`config.mk`:
```
export PLATFORM = sky130hd
export DESIGN_NAME = mul_add_seq
export DESIGN_NICKNAME = d
export VERILOG_FILES = /design/src/rtl/mul_add_seq.sv
export SDC_FILE = /design/constraint.sdc
export NUM_CORES = 1
export LEC_CHECK = 0
export ABC_CLOCK_PERIOD_IN_PS = 3200
export BUFFER_PORTS_ARGS = -buffer_cell sky130_fd_sc_hd__buf_4
export CORE_AREA = 2 2 150 152
export CTS_BUF_LIST = sky130_fd_sc_hd__clkbuf_4 sky130_fd_sc_hd__clkbuf_8 sky130_fd_sc_hd__clkbuf_16
export DETAILED_ROUTE_END_ITERATION = 10
export DIE_AREA = 0 0 152 154
export GPL_TIMING_DRIVEN = 0
export PLACE_DENSITY_LB_ADDON = 0.1
export SYNTH_ARGS = -nofsm -noshare
export SYNTH_HDL_FRONTEND = slang
export SYNTH_SLANG_ARGS = --single-unit
```
`constraint.sdc`:
```
create_clock -name clk -period 3.2 [get_ports clk]
set_input_delay 0.32 -clock clk [delete_from_list [all_inputs] [get_ports clk]]
set_output_delay 0.32 -clock clk [all_outputs]
set_load 0.01 [all_outputs]
```
`src/rtl/mul_add_seq.sv`:
```
// Shift-add multiply-accumulate: p = q*b + r (unsigned), one operand set at a time.
// Latency: accept on edge k, out_valid first high after edge k+DIV_W+1.
// Backpressure: in_ready only in IDLE; result held stable in DONE until out_ready.
module mul_add_seq #(
    parameter int DIV_W = 16
) (
    input  logic                 clk,
    input  logic                 rst,
    input  logic                 in_valid,
    output logic                 in_ready,
    input  logic [DIV_W-1:0]     q,
    input  logic [DIV_W-1:0]     b,
    input  logic [DIV_W-1:0]     r,
    output logic                 out_valid,
    input  logic                 out_ready,
    output logic [2*DIV_W-1:0]   p,
    output logic                 bad_rem
);

    localparam int CNT_W = (DIV_W > 1) ? $clog2(DIV_W) : 1;
    localparam logic [CNT_W-1:0] CNT_LAST = CNT_W'(DIV_W - 1);

    typedef enum logic [1:0] {
        IDLE = 2'd0,
        MUL  = 2'd1,
        DONE = 2'd2
    } state_t;

    state_t                 state_q,     state_d;
    logic [2*DIV_W-1:0]     acc_q,       acc_d;
    logic [2*DIV_W-1:0]     mcand_q,     mcand_d;
    logic [DIV_W-1:0]       mplier_q,    mplier_d;
    logic [CNT_W-1:0]       cnt_q,       cnt_d;
    logic                   bad_rem_q,   bad_rem_d;
    logic [2*DIV_W-1:0]     p_q,         p_d;
    logic                   out_valid_q, out_valid_d;

    // State and datapath registers; synchronous reset discards any partial result.
    always_ff @(posedge clk) begin
        if (rst) begin
            state_q     <= IDLE;
            acc_q       <= '0;
            mcand_q     <= '0;
            mplier_q    <= '0;
            cnt_q       <= '0;
            bad_rem_q   <= 1'b0;
            p_q         <= '0;
            out_valid_q <= 1'b0;
        end else begin
            state_q     <= state_d;
            acc_q       <= acc_d;
            mcand_q     <= mcand_d;
            mplier_q    <= mplier_d;
            cnt_q       <= cnt_d;
            bad_rem_q   <= bad_rem_d;
            p_q         <= p_d;
            out_valid_q <= out_valid_d;
        end
    end

    // Next-state: latch operands in IDLE, one shift-add step per MUL cycle,
    // present the registered result in DONE and hold it until taken.
    always_comb begin
        state_d     = state_q;
        acc_d       = acc_q;
        mcand_d     = mcand_q;
        mplier_d    = mplier_q;
        cnt_d       = cnt_q;
        bad_rem_d   = bad_rem_q;
        p_d         = p_q;
        out_valid_d = out_valid_q;

        unique case (state_q)
            IDLE: begin
                if (in_valid) begin
                    acc_d     = {{DIV_W{1'b0}}, r};
                    mcand_d   = {{DIV_W{1'b0}}, b};
                    mplier_d  = q;
                    cnt_d     = '0;
                    bad_rem_d = (r >= b);
                    state_d   = MUL;
                end
            end
            MUL: begin
                // Fixed DIV_W iterations: no early exit when the multiplier empties.
                if (mplier_q[0]) begin
                    acc_d = acc_q + mcand_q;
                end
                mcand_d  = mcand_q << 1;
                mplier_d = mplier_q >> 1;
                cnt_d    = cnt_q + CNT_W'(1);
                if (cnt_q == CNT_LAST) begin
                    state_d = DONE;
                end
            end
            DONE: begin
                // First DONE cycle registers the result; the handshake happens after that.
                if (!out_valid_q) begin
                    out_valid_d = 1'b1;
                    p_d         = acc_q;
                end else if (out_ready) begin
                    out_valid_d = 1'b0;
                    state_d     = IDLE;
                end
            end
            default: begin
                state_d = IDLE;
            end
        endcase
    end

    assign in_ready  = (state_q == IDLE);
    assign out_valid = out_valid_q;
    assign p         = p_q;
    assign bad_rem   = bad_rem_q;

endmodule

```
==> reports/summary.txt <==
pre-CTS setup slack - 0.0955 ns
Critical Path Slowest Stage Cell - fa_1
Placed Instances - 1192
setup_tns - 0 ns
Final period util - 94.9%
remaining antenna violation count after routing - 0
Final setup viols - 0
Filler cells - 2337
Ys Warns - 0
Clock transition at path regs - 0.06 ns
Post-CTS Hold Buffers - 0
Post-synth top cells - nand2_1, dfxtp_1, a21oi_1, nor2_1, ha_1
number of synthesized flops with an enable pin - 0
initial antenna violation count - 0
PortBufs - 85
Post-Syn Area - 6430 um^2
Fin. Hold Viols - 0
Synth area leader - dfxtp_1
Max Cap Violations - 0
Worst EP arrival - 3.33 ns
Top FF cell, synth - dfxtp_1
dpl hpwl - 15300 um
Die X - 152 um
Global Route met2 Usage - 27.5%
initial core utilization - 29.7%
DR pass1 iterations - 4
Hold Path Depth - 3
H-tree levels - 4
Layout Cells excl Fill - 1225
RSZ-0062 raised after global routing - no
post-synthesis register bit count - 120
core area - 21700 um^2
Worst path max stage delay - 0.42 ns
post-route setup slack - 0.163 ns
Tot GR Track Use - 17.9%
Hold Crit Class - primary input to flip-flop
Max-slew headroom - 49.4%
CTS tree - done
top post-synthesis cells by area - dfxtp_1, nand2_1, ha_1, a21oi_1, nor2_1
syn_nets - 928
area share of the largest cell type after synthesis - 37.4%
status - finished clean
GRT busiest layer - met2
layout cells sized above 1 - 13.3%
drc violations - 0
critical path fanouts, max - 5
Sink Count - 120
CP Data Required Time - 3.49 ns
Synth Area per Inst - 7.78 um^2
ant diodes - 0
crit path cell chain - ha_1, fa_1, a21o_1, a221o_1, a22oi_2, buf_4, o21a_1, o311ai_1, a221oi_1, xor2_1, o21ai_1
Pwr Density - 497 nW/um^2
post-synthesis sequential area ratio - 37.4%
Slew @ Worst Pin - 0.748 ns
largest net degree at the start of global routing - 17
GRT met1 Usage - 25.4%
worst path bufs/invs - 1
first-pass GRT wire length - 33400 um
CP endpoint kind - flip-flop
Final Util - 36.9%
grt met3 use - 4.03%
worst reg2reg path depth - 11
cells after synthesis - 827
# IOs - 87
peak supply drop - 0.000326 V
Pleak - 3.22 nW
vias in the first global route - 6148
Crit Path Class - flip-flop to flip-flop
CTS Root Buffer Type - clkbuf_16
Vias - 6188
crit start category - flip-flop
CP top delay family - compound AO/OA/AOI/OAI gates
Max Fclk - 329 MHz
CTS buffer count - 17
Die Y - 154 um
reg-to-reg startpoint - acc_q[0]
Hold Startpoint - q[15]
global placement routability congestion - 0.852
post-DR wirelength/cell - 16.6 um
CTS max path bufs - 2
clock latency at the later pin of the worst-skew pair - 0.43 ns
final WL - 20300 um
Crit Reg-Reg Endpoint - acc_q[30]
final period demand of the worst path - 3.04 ns
Iteration-0 DRC Markers - 447
Netlist cell types - 55
Final #Nets - 1033
Post-synth ARST share - 0%
die area - 23400 um^2
hold endpoint - mplier_q[15]
top-count cell post-synth - nand2_1
standard-cell rows - 54
# resized after CTS - 0
r2r setup slk - 0.16 ns
vias per std cell - 5.05
Worst Skew - 0.0126 ns
GR Overflow Total - 0
Area Growth Syn to Fin - 24.3%
Final Max Tran Viols - 0
-- state kept, by name, indices dropped and copies added (netlist names) --
register and count:
acc_q 32, bad_rem 1, cnt_q 4, mcand_q 32, mplier_q 16, out_valid 1, p 32, state_q 2
-- where the power goes --
group | switching [mW] | internal [mW] | leakage (nW)
registers | 0.0488 | 1.55 | 0.977
clock network | 0.732 | 1.12 | 0.264
logic | 0.316 | 0.202 | 1.97
total | 1.10 | 2.88 | 3.22
-- metal layers --
| metal | routed length (um) | vias to the layer above | part of all wire (%) |
|---|---|---|---|
| li1 | - | 3151 | - |
| met1 | 10500 | 2891 | 52 |
| met2 | 8780 | 125 | 43 |
| met3 | 782 | 21 | 3.8 |
| met4 | 238 | 0 | 1.2 |
| met5 | 0 | - | 0 |
-- worst min-delay path: cells and delay by family --
family                 cells  cell delay (ns)
and+or+nand+nor            1             0.04
buffers and inverters      1             0.11
AOI/OAI and AO/OA          1             0.05
-- final cells by class --
class / count / area, um^2 / share of cell area, %
plain buffers: 52 / 201 / 2.52
clock buffers: 21 / 468 / 5.85
clock inverters: 11 / 98.8 / 1.24
inverters: 23 / 86.3 / 1.08
multi-input cells: 632 / 3740 / 46.8
flip-flops and latches: 120 / 2400 / 30.1
well taps: 280 / 350 / 4.38
repair buffers: 86 / 646 / 8.08
-- metrics by stage --
step	hold slack [ns]	total power, mW	area, um^2
floorplan	0.436	1.96	6430
global placement	0.445	2.16	7420
detailed placement	0.448	2.15	7420
CTS	0.135	4.01	7990
global route	0.152	4.16	7990
finish	0.147	3.97	7990
-- cells in the final DEF (no fill, tap or decap), drive strengths merged, types with 3 or more instances in the layout --
cell type,netlist,layout
a2111oi,15,15
a211oi,8,8
a21o,11,11
a21oi,113,113
a221o,3,3
a221oi,3,3
a22oi,16,16
a311oi,8,8
a31oi,6,6
and2,4,4
buf,5,91
clkbuf,47,68
clkinv,0,3
clkinvlp,0,6
dfxtp,120,120
ha,48,48
inv,23,24
mux2i,3,3
nand2,161,161
nand2b,5,5
nand3,27,27
nand4,9,9
nor2,78,78
nor2b,6,6
nor3,5,5
o211ai,4,4
o21a,5,5
o21ai,34,34
o21bai,6,6
o31ai,5,5
xnor2,15,15
xor2,11,11
-- repair_timing --
item	CTS	global route
hold endpoints to repair	0	0
setup endpoints to repair	0	1
setup buffers	0	1
-- worst max-delay path by stage --
stage / start / depth (start not counted) / endpoint / slack, ns
3_3_place_gp: acc_q[0] / 10 / acc_q[30] / 0.13
3_5_place_dp: acc_q[0] / 10 / acc_q[30] / 0.1
2_1_floorplan: acc_q[0] / 10 / acc_q[30] / 0.59
4_1_cts: acc_q[0] / 10 / acc_q[30] / 0.08
6_report: acc_q[0] / 11 / acc_q[30] / 0.16
5_1_grt: acc_q[0] / 11 / acc_q[30] / 0.02
-- logic make-up (layout without fill, tap and decap cells) --
family          after synthesis  after routing  synth area share [%]
compound gates              250            250                  24.5
xor+xnor                     26             26                  3.54
fa+ha+maj                    49             49                  9.65
buf+inv                      75            193                  4.47
flops                       120            120                  37.4
mux                           5              5                 0.992
simple gates                302            302                  19.5
(Power assumes the default switching activity.)
